### src/rtl/fnd_if.sv
`default_nettype none
// ============================================================================
// Module   : fnd_if
// Brief    : Control and display bus between the FND scan controller and its
//            user: scan control/data in, digit enables and segments out.
// Revision : 1.0
// ============================================================================
interface fnd_if #(
    parameter int N_DIGITS = 4,
    parameter int IDX_W    = (N_DIGITS > 1) ? $clog2(N_DIGITS) : 1
);
    logic                  i_enable;
    logic [4*N_DIGITS-1:0] i_digits;
    logic [N_DIGITS-1:0]   i_dp;
    logic                  i_lz_suppress;
    logic [N_DIGITS-1:0]   o_digit_sel;
    logic [7:0]            o_seg;
    logic [IDX_W-1:0]      o_scan_idx;
    logic                  o_frame_tick;

    modport master (
        output i_enable, i_digits, i_dp, i_lz_suppress,
        input  o_digit_sel, o_seg, o_scan_idx, o_frame_tick
    );

    modport slave (
        input  i_enable, i_digits, i_dp, i_lz_suppress,
        output o_digit_sel, o_seg, o_scan_idx, o_frame_tick
    );
endinterface
`default_nettype wire

### src/rtl/fnd_scan_controller.sv
`default_nettype none
// ============================================================================
// Module   : fnd_scan_controller
// Brief    : Multiplexed common-anode 7-segment scanner with per-slot blanking,
//            per-frame snapshot, leading-zero suppression and decimal points.
// Revision : 1.0
// ============================================================================
module fnd_scan_controller #(
    parameter int N_DIGITS     = 4,
    parameter int CLK_DIV      = 100000,
    parameter int BLANK_CYCLES = 2,
    parameter int IDX_W        = (N_DIGITS > 1) ? $clog2(N_DIGITS) : 1
) (
    input  logic i_clk,
    input  logic i_reset,
    fnd_if.slave fnd
);
    localparam int PW = (CLK_DIV > 1) ? $clog2(CLK_DIV) : 1;
    localparam logic [PW-1:0]       C_PRESC_LAST = PW'(CLK_DIV - 1);
    localparam logic [PW-1:0]       C_BLANK      = PW'(BLANK_CYCLES);
    localparam logic [IDX_W-1:0]    C_IDX_LAST   = IDX_W'(N_DIGITS - 1);
    localparam logic [N_DIGITS-1:0] C_ONE_HOT0   = N_DIGITS'(1);

    logic [PW-1:0]         presc_q, presc_d;
    logic [IDX_W-1:0]      idx_q, idx_d;
    logic                  primed_q, primed_d;
    logic [4*N_DIGITS-1:0] snap_digits_q, snap_digits_d;
    logic [N_DIGITS-1:0]   snap_dp_q, snap_dp_d;
    logic                  snap_lz_q, snap_lz_d;
    logic [N_DIGITS-1:0]   sel_q, sel_d;
    logic [7:0]            seg_q, seg_d;
    logic [IDX_W-1:0]      scan_idx_q, scan_idx_d;
    logic                  tick_q, tick_d;

    logic                  w_slot_end;
    logic                  w_frame_end;
    logic [3:0]            w_nibbles [N_DIGITS];
    logic [N_DIGITS-1:0]   w_lz_mask;
    logic [6:0]            w_seg_bits;

    function automatic logic [6:0] hex_to_seg(input logic [3:0] nib);
        logic [7:0] s;
        s = 8'hFF;
        case (nib)
            4'h0: s = 8'hC0;
            4'h1: s = 8'hF9;
            4'h2: s = 8'hA4;
            4'h3: s = 8'hB0;
            4'h4: s = 8'h99;
            4'h5: s = 8'h92;
            4'h6: s = 8'h82;
            4'h7: s = 8'hF8;
            4'h8: s = 8'h80;
            4'h9: s = 8'h90;
            4'hA: s = 8'h88;
            4'hB: s = 8'h83;
            4'hC: s = 8'hC6;
            4'hD: s = 8'hA1;
            4'hE: s = 8'h86;
            4'hF: s = 8'h8E;
            default: s = 8'hFF;
        endcase
        return s[6:0];
    endfunction

    generate
        for (genvar k = 0; k < N_DIGITS; k++) begin : g_nib
            assign w_nibbles[k] = snap_digits_q[4*k +: 4];
            // A digit is a leading zero when it and every digit above it are zero.
            if (k == 0) begin : g_lz_units
                assign w_lz_mask[k] = 1'b0;
            end else begin : g_lz_upper
                assign w_lz_mask[k] = (snap_digits_q[4*N_DIGITS-1:4*k] == '0);
            end
        end
    endgenerate

    assign w_slot_end  = (presc_q == C_PRESC_LAST);
    assign w_frame_end = w_slot_end && (idx_q == C_IDX_LAST);
    assign w_seg_bits  = (snap_lz_q && w_lz_mask[idx_q]) ? 7'h7F : hex_to_seg(w_nibbles[idx_q]);

    always_comb begin
        presc_d       = presc_q;
        idx_d         = idx_q;
        primed_d      = primed_q;
        snap_digits_d = snap_digits_q;
        snap_dp_d     = snap_dp_q;
        snap_lz_d     = snap_lz_q;
        if (fnd.i_enable) begin
            if (w_slot_end) begin
                presc_d = '0;
                idx_d   = (idx_q == C_IDX_LAST) ? '0 : idx_q + IDX_W'(1);
            end else begin
                presc_d = presc_q + PW'(1);
            end
            // Snapshot only at frame boundaries so a frame never mixes two values.
            if (!primed_q || w_frame_end) begin
                snap_digits_d = fnd.i_digits;
                snap_dp_d     = fnd.i_dp;
                snap_lz_d     = fnd.i_lz_suppress;
            end
            primed_d = 1'b1;
        end
    end

    always_comb begin
        sel_d      = '1;
        seg_d      = 8'hFF;
        scan_idx_d = idx_q;
        tick_d     = fnd.i_enable && w_frame_end;
        if (fnd.i_enable && (presc_q >= C_BLANK)) begin
            sel_d = ~(C_ONE_HOT0 << idx_q);
            seg_d = {~snap_dp_q[idx_q], w_seg_bits};
        end
    end

    always_ff @(posedge i_clk) begin
        if (i_reset) begin
            presc_q       <= '0;
            idx_q         <= '0;
            primed_q      <= 1'b0;
            snap_digits_q <= '0;
            snap_dp_q     <= '0;
            snap_lz_q     <= 1'b0;
            sel_q         <= '1;
            seg_q         <= 8'hFF;
            scan_idx_q    <= '0;
            tick_q        <= 1'b0;
        end else begin
            presc_q       <= presc_d;
            idx_q         <= idx_d;
            primed_q      <= primed_d;
            snap_digits_q <= snap_digits_d;
            snap_dp_q     <= snap_dp_d;
            snap_lz_q     <= snap_lz_d;
            sel_q         <= sel_d;
            seg_q         <= seg_d;
            scan_idx_q    <= scan_idx_d;
            tick_q        <= tick_d;
        end
    end

    assign fnd.o_digit_sel  = sel_q;
    assign fnd.o_seg        = seg_q;
    assign fnd.o_scan_idx   = scan_idx_q;
    assign fnd.o_frame_tick = tick_q;

endmodule
`default_nettype wire

### src/flat_wrapper.sv
// flat-port wrapper written by rule: the top's interface ports become plain ports
module fnd_scan_controller_flat 
#(
    parameter int N_DIGITS     = 4,
    parameter int CLK_DIV      = 100000,
    parameter int BLANK_CYCLES = 2,
    parameter int IDX_W        = (N_DIGITS > 1) ? $clog2(N_DIGITS) : 1
)
  (i_clk, i_reset, fnd_i_enable, fnd_i_digits, fnd_i_dp, fnd_i_lz_suppress, fnd_o_digit_sel, fnd_o_seg, fnd_o_scan_idx, fnd_o_frame_tick);
  fnd_if #(.N_DIGITS(N_DIGITS), .IDX_W(IDX_W)) fnd_i ();
  input  logic i_clk;
  input  logic i_reset;
  input wire logic [$bits(fnd_i.i_enable)-1:0] fnd_i_enable;
  input wire logic [$bits(fnd_i.i_digits)-1:0] fnd_i_digits;
  input wire logic [$bits(fnd_i.i_dp)-1:0] fnd_i_dp;
  input wire logic [$bits(fnd_i.i_lz_suppress)-1:0] fnd_i_lz_suppress;
  output wire logic [$bits(fnd_i.o_digit_sel)-1:0] fnd_o_digit_sel;
  output wire logic [$bits(fnd_i.o_seg)-1:0] fnd_o_seg;
  output wire logic [$bits(fnd_i.o_scan_idx)-1:0] fnd_o_scan_idx;
  output wire logic [$bits(fnd_i.o_frame_tick)-1:0] fnd_o_frame_tick;
  assign fnd_i.i_enable = fnd_i_enable;
  assign fnd_i.i_digits = fnd_i_digits;
  assign fnd_i.i_dp = fnd_i_dp;
  assign fnd_i.i_lz_suppress = fnd_i_lz_suppress;
  assign fnd_o_digit_sel = fnd_i.o_digit_sel;
  assign fnd_o_seg = fnd_i.o_seg;
  assign fnd_o_scan_idx = fnd_i.o_scan_idx;
  assign fnd_o_frame_tick = fnd_i.o_frame_tick;
  fnd_scan_controller #(.N_DIGITS(N_DIGITS), .CLK_DIV(CLK_DIV), .BLANK_CYCLES(BLANK_CYCLES), .IDX_W(IDX_W)) u_core (.i_clk(i_clk), .i_reset(i_reset), .fnd(fnd_i));
endmodule
### config.mk
export PLATFORM = sky130hd
export DESIGN_NAME = fnd_scan_controller_flat
export DESIGN_NICKNAME = d
export VERILOG_FILES = /design/src/rtl/fnd_if.sv /design/src/rtl/fnd_scan_controller.sv /design/src/flat_wrapper.sv
export SDC_FILE = /design/constraint.sdc
export NUM_CORES = 1
export LEC_CHECK = 0
export BUFFER_PORTS_ARGS = -buffer_cell sky130_fd_sc_hd__buf_2
export CAP_MARGIN = 0
export CORE_ASPECT_RATIO = 1.5
export CORE_MARGIN = 5
export CORE_UTILIZATION = 55
export CTS_CLUSTER_SIZE = 25
export DETAILED_ROUTE_END_ITERATION = 16
export PLACE_DENSITY = 0.84
export SYNTH_ARGS = -nofsm -noshare
export SYNTH_HDL_FRONTEND = slang
export SYNTH_SLANG_ARGS = --single-unit
### constraint.sdc
create_clock -name i_clk -period 3.35 [get_ports i_clk]
set_clock_uncertainty 0.15 [all_clocks]
set_input_delay 0 -clock i_clk [delete_from_list [all_inputs] [get_ports i_clk]]
set_output_delay 0 -clock i_clk [all_outputs]
set_load 0.02 [all_outputs]
=== Word level (Yosys, flattened, before mapping) ===
Memories as Yosys holds them, arrays and structs flattened. A register that Yosys moved wholly into a read port is not among the register bits.
Cells that the tools add are included.

* Add/sub/neg operators: 2
* Magnitude comparators: 3
* Equality and inequality tests: 2
* Shifts and indexed selects: 1
* Muxes and demuxes: 9
* Bitwise logic cells: 4
* Reduce and logical (&&, ||, !) cells: 13

{| class="wikitable"
|+ Operator list
! operator !! number
|-
| adder 17 x 1 -> 17 bit (second input constant) || 1
|-
| == test 17 bit (second input constant) || 1
|-
| greater-or-equal comparator 17 x 2 -> 1 bit (second input constant) || 1
|-
| two-way mux 17 bit || 1
|-
| logical NOT 12 bit || 1
|-
| binary-select mux 4 bit (select 2 bit) || 1
|-
| logical NOT 8 bit || 1
|-
| two-way mux 4 bit || 2
|-
| binary-select mux 1 bit (select 2 bit) || 2
|-
| logical AND 1 bit || 4
|-
| logical NOT 4 bit || 1
|-
| NOT 4 bit || 1
|-
| AND reduction 2 bit || 2
|-
| left shift 1 x 2 -> 4 bit (first input constant) || 1
|-
| greater-or-equal comparator 3 bit (second input constant) || 1
|-
| less-than comparator 2 x 3 -> 1 bit (second input constant) || 1
|-
| NOT 2 -> 3 bit || 1
|-
| OR reduction 3 bit || 1
|-
| adder 2 x 1 -> 2 bit (second input constant) || 1
|-
| == test 2 bit (second input constant) || 1
|-
| two-way mux 1 bit || 2
|-
| two-way mux 2 bit || 1
|-
| NOT 1 bit || 2
|-
| OR reduction 2 bit || 1
|-
| other kinds (2) || 2
|}

* Register bits: 49
* ROM bits: 112
* Bits of input ports: 24
* Output and inout port bits: 15
* Memories kept: 1

{| class="wikitable"
|+ Memories
! name !! words !! bits a word !! rd ports !! clocked after memory_dff !! write ports !! RTL line !! text
|-
| (name not given) || 16 || 7 || 1 || 1 || 0 || fnd_scan_controller.sv:44 || <nowiki>case (nib)</nowiki>
|}

=== Depth between registers and ports, before layout ===
Gate-level depths: netlist of run 1.

* Depth in word-level cells: 5
* Depth in mapped cells: 8
* Depth with buffers taken out: 7

=== Least setup slack after synthesis of run 1 ===
OpenSTA, ideal clock, no wires.

* Kind: register to register
* Start point: register u_core.idx_q[0]
* End point: register u_core.seg_q[0] (netlist: u_core.fnd.o_seg[0])
* Setup time: 82 ps
* Arrival time: 1900 ps
* Slack: 1218 ps
* Stages on the path, launching flop included: 7
* Path buffers: 2
* Clock period less this slack: 2132 ps
* Path through: dfxtp_1 -> buf_2 -> mux4_2 -> clkbuf_1 -> nor2b_1 -> or2_2 -> o2111ai_1

* Cells in the longest elaborated chain, start to end: 4

{| class="wikitable"
|+ RTL lines
! what !! RTL line !! text
|-
| start: declaration || fnd_scan_controller.sv:25 || <nowiki>logic [IDX_W-1:0] idx_q, idx_d;</nowiki>
|-
| start signal: assignment || fnd_scan_controller.sv:131 || <nowiki>idx_q <= idx_d;</nowiki>
|-
| binary-select mux 1 bit (select 2 bit) or NOT 2 -> 3 bit (tied branches) || fnd_scan_controller.sv:80 || <nowiki>assign w_seg_bits = (snap_lz_q && w_lz_mask[idx_q]) ? 7'h7F : hex_to_seg(w_nibbles[idx_q]);</nowiki>
|-
| two-way mux 1 bit (implied by the code) or binary-select mux 4 bit (select 2 bit) (tied branches) || fnd_scan_controller.sv:80 ||
|-
| logical AND 1 bit or two-way mux 4 bit (tied branches) || fnd_scan_controller.sv:80 ||
|-
| OR reduction 3 bit (no source line) or two-way mux 4 bit (tied branches) || - ||
|-
| end: declaration || fnd_scan_controller.sv:31 || <nowiki>logic [7:0] seg_q, seg_d;</nowiki>
|}

Parallel ways exist; a longest one is shown, timed or not. The select of a mux whose other input is x is not followed.
A chain may end at the register's enable or synchronous reset.

=== Worst setup path in the final report of run 1 ===
* Start point: register u_core.idx_q[0]
* End point: register u_core.seg_q[4] (netlist: u_core.fnd.o_seg[4])

The elaborated chain is that of the path after synthesis.

==> results of run 1 <==
[power by group]
| part | internal [W] | switching (W) | total (W) |
|---|---|---|---|
| Clock | 0.000150 | 0.000205 | 0.000355 |
| Combinational | 0.0000834 | 0.0000752 | 0.000159 |
| Sequential | 0.000690 | 0.0000171 | 0.000707 |
[state kept, by name, summed over array words and instances, names as in the netlist]
name	count
u_core.fnd.o_digit_sel	4
u_core.fnd.o_frame_tick	1
u_core.fnd.o_scan_idx	2
u_core.fnd.o_seg	8
u_core.idx_q	2
u_core.presc_q	17
u_core.primed_q	1
u_core.snap_digits_q	16
u_core.snap_dp_q	4
u_core.snap_lz_q	1
[cell type report]
cell class	count	share of cell area, %
clock inverters	1	0.268
flip-flops and latches	56	34.4
clock buffers	7	2.34
multi-input cells	204	46.3
well taps	66	2.53
repair buffers	62	13.0
inverters	10	1.15
[critical path: stages (launching register included)]
cell and delay [ps]:
dfxtp_1 630, mux4_2 630, inv_1 150, ha_1 160, inv_1 30, mux2i_1 140
a2bb2oi_1 200, nand3_1 90
[layout by cell type, fill, tap and decap left out, types with 3 or more instances in the layout]
cell type      count
and3_1             3
nor2_1            17
clkbuf_8           5
ha_1              12
o21ai_0            6
nand2_1           15
buf_2             38
a21oi_1            8
mux4_2             5
and4_1             3
mux2i_1           24
or3_1              3
nand4_1           10
or4_1              4
nor4_1             5
xor2_1            10
dfxtp_1           56
inv_1             10
nand3_1           10
nand2b_1          42
dlygate4sd3_1     22
[kinds of logic after synthesis]
kind of cell	after synthesis	synth area share (%)
and+or+nand+nor	123	25.9
DFF	56	41.0
muxes	31	13.7
buffers and inverters	27	3.94
AOI/OAI and AO/OA	26	6.04
xor gates and xnor gates	12	3.85
adders and majority gates	12	5.49
[routing by layer]
layer,vias up,global-route usage [%],part of all wire (%)
li1,1097,-,-
met1,1033,19.7,40
met4,0,8.29,2.6
met5,-,0,0
met3,14,3.62,3.1
met2,41,34.4,54
[timing repair]
action | CTS | global route
hold buffers | 22 | 0
setup endpoints to repair | 0 | 0
endpoints found under the hold margin | 25 | 0
setup buffers | 0 | 0
[per-stage QoR]
stage               total power (W)  util, %  hold slack, ps
finish                      0.00122     67.8            65.6
CTS                         0.00123     67.8            67.5
global route                0.00128     67.8             121
floorplan                  0.000819        -            2.05
global placement           0.000853     61.5             111
detailed placement         0.000860     61.5             116
[final timing paths]
path                                start                             endpoint  slack, ps  depth (start not counted)
min reg2reg  u_core.primed_q$_SDFFE_PP0P_         u_core.primed_q$_SDFFE_PP0P_        340                          2
max reg2reg  u_core.idx_q[0]$_SDFFE_PP0P_       u_core.fnd.o_seg[4]$_SDFF_PP1_       1030                          7
max          u_core.idx_q[0]$_SDFFE_PP0P_       u_core.fnd.o_seg[4]$_SDFF_PP1_       1030                          7
min                               i_reset  u_core.fnd.o_scan_idx[0]$_SDFF_PP0_         70                          2
==> results.md, run 1 <==
- Global placement routability congestion: 0.847
- Antenna-violating nets left: 0
- DRC violation count after routing: 0
- Cell count after synthesis: 287
- Tmin final: 2320 ps
- Buffers added on ports: 38
- Power density over cell area: 374 nW/um2
- Wire length of the first global-routing pass: 9320 um
- Final Max Slew Viols: 0
- RSZ-0062 raised after global routing: no
- Share of flip-flops with an asynchronous set or reset: 0%
- Total number of yosys warnings: 0
- Worst endpoint required time: 3380 ps
- CP Max Fanout: 12
- Period Utilization, post-route: between 60% and 70%
- Initial antenna violation count: 0
- Measured slew at the worst slew-check pin: 632 ps
- Count of distinct cell types in the synthesized netlist: 39
- Total overflow reported by the global router: 0
- Detailed placer's ending HPWL: slightly below 4000 um
- Buffer levels on the longest clock path: 2
- Count of filler cells inserted in the layout: 409
- Placement-stage worst setup slack: 1060 ps
- Total number of clock tree sinks: 56
- Cell at the root of the clock tree: clkbuf_8
- Fraction of final layout cells sized beyond drive strength 1: 17.1%
- Core outline area: approximately 4800 um2
- Floorplan die height: 96.3 um
- Total placed cells including tap cells: roughly 380
- Final sum of negative setup slack: 0 ps
- Leading post-synthesis cells by instance count: dfxtp_1 (56), nand2b_1 (42), mux2i_1 (24)
- Synth top area cells: dfxtp_1 (41%), nand2b_1 (9.6%), mux2i_1 (8.8%)
- First-pass iteration count of the detailed router: 4
- Type of the worst min-delay path: in2reg
- Clock network latency to the later pin of the worst-skew pair: 310 ps
- Share of the yosys chip area belonging to registers: 41.0%
- Area delta synth->final: 19.4%
- Top cell type's share of synthesized area: between 40% and 50%
- Via count of the routed design: roughly 2,200
- Detail-routed via count per cell: around 5.4
- Clock tree from TritonCTS: done
- # setup viols final: 0
- CTS H-tree depth: 2
- PnR worst setup slack: 1030 ps
- Die footprint: between 6000 and 7000 um2
- Arrival time reported for the critical path endpoint: approximately 2400 ps
- Final-stage net count: 375
- Io pins: 39
- Wire length reported by the detailed router: 5550 um
- Dominant register cell in the synthesized netlist: dfxtp_1
- Final standard cell area without fillers: around 3300 um2
- Cell Area, Placed: ~3000 um2
- Global-route usage over all layers: 18.6%
- DRT iter0 DRCs: 74
- Area used by sequential logic in the layout: 1120 um2
- Ant. Diodes: 0
- Worst setup path class: reg2reg
- Number of non-filler instances in the completed layout: 406
- Largest net degree at the start of global routing: 51
- Post-synthesis register bit count: 56
- Synth Area per Inst: ~9.5 um2
- Max-Slew Margin vs Limit: roughly 58%
- Num CTS Buffers: 5
- Max cap viols: 0
- Initial core utilization: between 50% and 60%
- Largest vdd supply drop: 0.230 mV
- Net count after synthesis: around 320
- Maximum frequency from static timing analysis: 0.432 GHz
- X dimension of the die: a little under 70 um
- Area of the mapped netlist: between 2000 and 3000 um2
- Most used standard cell by instance count after synthesis: dfxtp_1
- Wire length per cell: 13.7 um
- Outcome: finished, final reports clean
- Most area-hungry cell type in the Yosys netlist: dfxtp_1
- Number of global-route vias before repair: 2,203
- CTS resizes: 0
- Type of origin of the critical path: register
- CTS clk-pin slew, worst paths: 90 ps
- Fin. Hold Viols: 0
- Category of the worst setup path capture point: register
- Area used by multi-input combinational logic: 1510 um2
- Core Rows: 31
- Number of enable flip-flop cells after synthesis: 0
- LEAKAGE: 1.32 nW
Note: power is estimated with default switching activity, not from simulation.
==> run 2, diff against run 1 <==
--- a/config.mk
+++ b/config.mk
@@ -5,6 +5,7 @@
 export SDC_FILE = /design/constraint.sdc
 export NUM_CORES = 1
 export LEC_CHECK = 0
+export ABC_AREA = 1
 export BUFFER_PORTS_ARGS = -buffer_cell sky130_fd_sc_hd__buf_2
 export CAP_MARGIN = 0
 export CORE_ASPECT_RATIO = 1.5
==> constraint.sdc (replaced) <==
create_clock -name i_clk -period 2.27 [get_ports i_clk]
set_clock_uncertainty 0.15 [all_clocks]
set_input_delay 0 -clock i_clk [delete_from_list [all_inputs] [get_ports i_clk]]
set_output_delay 0 -clock i_clk [all_outputs]
set_load 0.02 [all_outputs]
==> run 2 against run 1 <==
Net effect:
- combinational power rose by 76%
- sequential power grew 49%
- worst hold slack better by 270 ps
- critical endpoint is now u_core.fnd.o_seg[0]$_SDFF_PP1_
- synthesized cell count is 52% higher
==> results.md, run 2 <==
- Area used by multi-input combinational logic: 1520 um2
- Count of filler cells inserted in the layout: 447
- Compound-Gate Fraction of Synth Area: approximately 4.6%
- Total overflow reported by the global router: 0
- Fraction of final layout cells sized beyond drive strength 1: 16.6%
- Outcome: finished, final reports clean
- Number of non-filler instances in the completed layout: 563
- Area of the mapped netlist: 2960 um2
- Capturing instance or port of the critical path: u_core.fnd.o_seg[0]$_SDFF_PP1_
- Delay-heaviest family, CP: simple AND/OR/NAND/NOR gates
- Global placement routability congestion: 0.931
- Most used standard cell by instance count after synthesis: nand2_1
- Slowest stage delay, CP: 560 ps
- Die footprint: 6980 um2
- Number of global-route vias before repair: roughly 2,700
- Measured slew at the worst slew-check pin: about 450 ps
- Max FFs per register: 17
- RSZ-0062 raised after global routing: no
- Buffer count from post-CTS setup fixing: 0
- Detail-routed via count per cell: 5.01
- Proportion of synthesized area in mux cells: 0%
- Clock network latency to the later pin of the worst-skew pair: a little over 300 ps
- Tmin final: 2010 ps
- CTS resizes: 0
- Leading post-synthesis cells by instance count: nand2_1 (107), nor2_1 (84), dfxtp_1 (56)
- Total placed cells including tap cells: between 500 and 600
- Floorplan die height: 99.8 um
- Cell count along the critical path: 10
- Fin. Hold Viols: 0
- CTS H-tree depth: 2
- Commonest cells after routing, fill and taps aside: nand2_1 (107), nor2_1 (84), dfxtp_1 (56)
- Worst Reg2Reg Path Length in Cells: 10
- Wire length of the first global-routing pass: 11,600 um
- Critical R2R Capture: u_core.fnd.o_seg[0]$_SDFF_PP1_
- CP Max Fanout: 13
- Post-route core utilization: 67.1%
- Count of distinct cell types in the synthesized netlist: 30
- Setup slack of the most critical reg-to-reg path: 260 ps
- Beginning of the critical path: u_core.idx_q[0]$_SDFFE_PP0P_
- Antenna-violating nets left: 0
- Dominant register cell in the synthesized netlist: dfxtp_1
- Area delta synth->final: 18.0%
- Top register by number of flip-flops: u_core.presc_q
- Largest vdd supply drop: 0.396 mV
- Most area-hungry cell type in the Yosys netlist: dfxtp_1
- Post-synthesis simple-gate area fraction: 40.0%
- Final-stage net count: 530
- First-pass iteration count of the detailed router: 4
- Adder-cell share of the synthesized area: approximately 5%
- DRT iter0 DRCs: 166
- Wire length reported by the detailed router: 6770 um
- Total number of clock tree sinks: 56
- Cell count after synthesis: 435
- Top cell type's share of synthesized area: a little under two fifths
- Synth top area cells: dfxtp_1 (38%), nand2_1 (14%), nor2_1 (11%)
- Period Utilization, post-route: 88.7%
- Category of the worst setup path capture point: register
- Number of enable flip-flop cells after synthesis: 0
- Hold-critical path depth: 2
- Main combinational cell family by area after synthesis: simple AND/OR/NAND/NOR gates
- Share of the yosys chip area belonging to registers: ~38%
- Worst hold-check slack: ~340 ps
- Share of flip-flops with an asynchronous set or reset: 0%
- Synth Area per Inst: 6.80 um2
- Type of origin of the critical path: register
- Net count after synthesis: approximately 470
- Max cap viols: 0
- Core Rows: 32
- Leading cell type in the layout, fill and taps excluded: nand2_1
- Type of the worst min-delay path: reg2reg
- Wire length per cell: about 12 um
- Power density over cell area: about 570 nW/um2
- LEAKAGE: around 1.6 nW
- Initial core utilization: roughly 57%
- Core outline area: 5200 um2
- Post-synthesis register bit count: 56
- Buffer levels on the longest clock path: 2
- Worst endpoint required time: 2310 ps
- Final sum of negative setup slack: 0 ps
- Largest net degree at the start of global routing: 22
- Ant. Diodes: 0
- # setup viols final: 0
- Buffers added on ports: 38
- Total number of yosys warnings: 0
- Initial antenna violation count: 0
- Crit path cell chain: inv_2 > nand2_1 > nand3_1 > nand2_1 > inv_1 > ha_1 > inv_1 > nand2_1 > nand3_1 > nand3_1
- Global-route usage over all layers: 20.3%
- Post-Synth XOR/XNOR Area: about 1.8%
- Final Max Slew Viols: 0
- Via count of the routed design: about 2,800
- Area used by sequential logic in the layout: 1120 um2
- Startpoint of the worst register-to-register path: u_core.idx_q[0]$_SDFFE_PP0P_
- Final standard cell area without fillers: 3490 um2
- Detailed placer's ending HPWL: 4790 um
- DRC violation count after routing: 0
- Max-Slew Margin vs Limit: 69.8%
- Num CTS Buffers: 5
- Cell at the root of the clock tree: clkbuf_8
- X dimension of the die: 69.9 um
- Arrival time reported for the critical path endpoint: ~2100 ps
- Critical-path cell with the highest stage delay: dfxtp_1
- Buffers plus inverters on the worst setup path: 3
- Maximum frequency from static timing analysis: 0.497 GHz
- CTS clk-pin slew, worst paths: 100 ps
- Worst setup path class: reg2reg
- Io pins: 39
- Cell Area, Placed: 3140 um2
- Clock tree from TritonCTS: done
==> run 2: cell count changes in the layout (fill, tap and decap cells not counted), moves of 10 or more <==
cell / previous run / this run
mux2i_1: 24 / 0
nand2b_1: 42 / 0
inv_2: 0 / 10
inv_1: 10 / 42
nand2_1: 15 / 107
nand3_1: 10 / 46
nor2_1: 17 / 84
==> run 2: power breakdown <==
part	leakage (nW)	switching [W]	internal (W)	total, W
registers	0.458	0.0000267	0.00102	0.00105
clock network	0.0583	0.000334	0.000333	0.000667
logic	1.12	0.000165	0.000115	0.000280
==> run 2: repair_timing <==
action                     in CTS  in global routing
hold buffers                   23                  0
hold endpoints to repair       34                  0
setup endpoints to repair       0                  0
==> run 2: cell families (layout without fill, tap and decap cells) <==
kind of cell | Yosys count | after routing
DFF | 56 | 56
AOI/OAI and AO/OA | 26 | 26
adders and majority gates | 12 | 12
and+or+nand+nor | 269 | 269
buffers and inverters | 66 | 126
xor gates and xnor gates | 6 | 6
==> run 2: layout make-up <==
class / count / area share, %
Clock buffer: 5 / 1.97
Clock inverter: 3 / 1.36
Inverter: 54 / 5.84
Multi-Input combinational cell: 313 / 43.6
Sequential cell: 56 / 32.1
Tap cell: 68 / 2.44
Timing Repair Buffer: 64 / 12.7
==> run 2: tightest hold or removal path, cell delays in order, from the launching register on <==
cell     delay (ps)
dfxtp_1         320
nor2_1           90
nor2_1           50
==> run 2: metrics by stage <==
step | worst slack, ps | total power (W)
6_report | 256 | 0.00200
3_5_place_dp | 279 | 0.00132
2_1_floorplan | 535 | 0.00126
5_1_grt | 30.9 | 0.00210
3_3_place_gp | 379 | 0.00131
4_1_cts | 265 | 0.00200
==> run 2: worst min path at each step <==
stage / from / endpoint / slack [ps]
after global placement: fnd_i_lz_suppress / u_core.snap_lz_q$_SDFFE_PP0P_ / 170
after floorplan: fnd_i_enable / u_core.primed_q$_SDFFE_PP0P_ / 40
after CTS: u_core.snap_dp_q[0]$_SDFFE_PP0P_ / u_core.snap_dp_q[0]$_SDFFE_PP0P_ / 340
final: u_core.snap_dp_q[0]$_SDFFE_PP0P_ / u_core.snap_dp_q[0]$_SDFFE_PP0P_ / 340
after detailed placement: fnd_i_digits[4] / u_core.snap_digits_q[4]$_SDFFE_PP0P_ / 170
after global routing: u_core.snap_digits_q[0]$_SDFFE_PP0P_ / u_core.snap_digits_q[0]$_SDFFE_PP0P_ / 370
==> run 2: layer usage <==
layer	routed length, um	GRT usage [%]	vias to the layer above
li1	-	-	1466
met1	2640	21.4	1261
met2	3630	39.2	74
met3	282	2.91	22
met4	213	9.00	0
met5	0	0	-
==> run 3, diff against run 2 <==
==> constraint.sdc (replaced) <==
create_clock -name i_clk -period 2.4 [get_ports i_clk]
set_clock_uncertainty 0.15 [all_clocks]
set_input_delay 0 -clock i_clk [delete_from_list [all_inputs] [get_ports i_clk]]
set_output_delay 0 -clock i_clk [all_outputs]
set_load 0.02 [all_outputs]
==> run 3 against run 2 <==
Net effect:
- core utilization is 0.17 points lower
- highest routed layer unchanged
- clock power is 10% lower
- cell count stayed put
- critical path depth stayed put
- routed wire length is 0.77% lower
- non-clock buffer count stayed put
- via count is 0.71% higher
- fmax hardly changed
==> results.md, run 3 (synthesis results as in run 2) <==
- GRT Max-Usage Layer: met2
- Wire length reported by the detailed router: roughly 6700 um
- Clock tree from TritonCTS: done
- Outcome: finished, final reports clean
- Buffers added on ports: 38
- Number of global-route vias before repair: 2,761
- Core outline area: 5200 um2
- X dimension of the die: 69.9 um
- Largest net degree at the start of global routing: 25
- Total overflow reported by the global router: 0
- CTS resizes: 0
- Overall Power: 0.00185 W
- Cts-stage hold buffer count: 23
- CP Max Fanout: 21
- LEAKAGE: 1.64 nW
- DRT iter0 DRCs: 254
- Buffer count from post-CTS setup fixing: 0
- Global placement routability congestion: 0.935
- Num CTS Buffers: 5
- Worst Reg2Reg Path Length in Cells: 10
- Period Utilization, post-route: 83.9%
- Total placed cells including tap cells: 532
- Buffer levels on the longest clock path: 2
- Leading cell type in the layout, fill and taps excluded: nand2_1
- Category of the worst setup path capture point: register
- Detailed placer's ending HPWL: 4810 um
- Count of filler cells inserted in the layout: 465
- Placement-stage worst setup slack: 461 ps
- Max FFs per register: 17
- Met2 usage in global routing: roughly 39%
- Critical R2R Capture: u_core.snap_digits_q[12]$_SDFFE_PP0P_
- Die footprint: 6980 um2
- Hold-critical path depth: 2
- Worst setup path class: reg2reg
- Io pins: 39
- Met1 usage: between 20% and 30%
- Final Max Slew Viols: 0
- Total number of clock tree sinks: 56
- Number of non-filler instances in the completed layout: 563
- Commonest cells after routing, fill and taps aside: nand2_1 (107), nor2_1 (84), dfxtp_1 (56)
- Final-stage net count: 530
- Area delta synth->final: 17.7%
- Type of the worst min-delay path: reg2reg
- First-pass iteration count of the detailed router: 5
- # setup viols final: 0
- Final sum of negative setup slack: 0 ps
- Detail-routed via count per cell: 5.05
- Floorplan die height: about 100 um
- Measured slew at the worst slew-check pin: 464 ps
- Wire length of the first global-routing pass: between 10,000 and 15,000 um
- Worst endpoint required time: about 2500 ps
- Startpoint of the worst register-to-register path: u_core.presc_q[1]$_SDFFE_PP0P_
- Worst hold-check slack: 334 ps
- Antenna-violating nets left: 0
- Core Rows: 32
- DRC violation count after routing: 0
- Ant. Diodes: 0
- Setup slack of the most critical reg-to-reg path: 390 ps
- Cell at the root of the clock tree: clkbuf_8
- Max-Slew Margin vs Limit: 68.9%
- Arrival time reported for the critical path endpoint: 2080 ps
- Tmin final: 2010 ps
- Via count of the routed design: 2,843
- Initial antenna violation count: 0
- Worst hold path endpoint: u_core.snap_dp_q[0]$_SDFFE_PP0P_
- CTS clk-pin slew, worst paths: ~100 ps
- Clock network latency to the later pin of the worst-skew pair: roughly 300 ps
- Met3 track utilization from global routing: 3.61%
- Global-route usage over all layers: 20.4%
- Largest vdd supply drop: 0.355 mV
- Maximum frequency from static timing analysis: 0.497 GHz
- Initial core utilization: a little under three fifths
- Max cap viols: 0
- Top register by number of flip-flops: u_core.presc_q
- Wire length per cell: 11.9 um
- Worst Hold Launch: u_core.snap_dp_q[0]$_SDFFE_PP0P_
- CTS H-tree depth: 2
- RSZ-0062 raised after global routing: no
- Type of origin of the critical path: register
- Fraction of final layout cells sized beyond drive strength 1: 16.4%
- Fin. Hold Viols: 0
- Power density over cell area: 532 nW/um2
- PnR worst setup slack: 386 ps
[run 3: cell count changes in the layout (fill, tap and decap cells not counted), sizes merged]
cell / previous run / this run
clkbuf: 5 / 6
clkinv: 4 / 3
[run 3: how the worst max path moves through the flow]
stage	from	to	slack (ps)	cells past startpoint
3_5_place_dp	u_core.idx_q[0]$_SDFFE_PP0P_	u_core.fnd.o_seg[1]$_SDFF_PP1_	460	11
5_1_grt	u_core.idx_q[0]$_SDFFE_PP0P_	u_core.fnd.o_seg[3]$_SDFF_PP1_	280	11
6_report	u_core.presc_q[1]$_SDFFE_PP0P_	u_core.snap_digits_q[12]$_SDFFE_PP0P_	390	10
4_1_cts	u_core.idx_q[0]$_SDFFE_PP0P_	u_core.fnd.o_seg[1]$_SDFF_PP1_	440	11
2_1_floorplan	u_core.idx_q[0]$_SDFFE_PP0P_	u_core.fnd.o_seg[3]$_SDFF_PP1_	660	11
3_3_place_gp	u_core.idx_q[0]$_SDFFE_PP0P_	u_core.fnd.o_seg[0]$_SDFF_PP1_	490	11
[run 3: layout make-up]
class,instances,area [um2],area share [%]
Multi-Input combinational cell,313,1520,43.7
Sequential cell,56,1120,32.2
Timing Repair Buffer,64,443,12.7
Inverter,54,204,5.86
Tap cell,68,85.1,2.44
Clock buffer,6,72.6,2.08
Clock inverter,2,35.0,1.01
[run 3: power by group]
group          internal [W]  switching, W
clock network      0.000310      0.000290
logic              0.000108      0.000154
registers          0.000968     0.0000245
total               0.00139      0.000468
[run 3: through the flow]
step	utilization (%)	area (um2)
floorplan	-	2960
global placement	60.4	3140
detailed placement	60.4	3140
CTS	66.9	3480
global route	66.9	3480
finish	66.9	3480
[run 3: critical path, stage by stage, from the launching register on]
cell,delay [ps]
dfxtp_1,410
ha_1,200
nand2_1,100
inv_1,100
nand2_2,100
nor2_4,120
nand3_2,80
nand2_2,320
nand3_1,190
nand2_1,120
nor2_1,40
[run 3: routing by layer]
metal  up-vias  part of all wire (%)  routed length, um
met5         -                     0                  0
met4         0                   4.0                270
met3        29                   5.3                355
met2        86                    53               3560
met1      1264                    38               2540
li1       1464                     -                  -
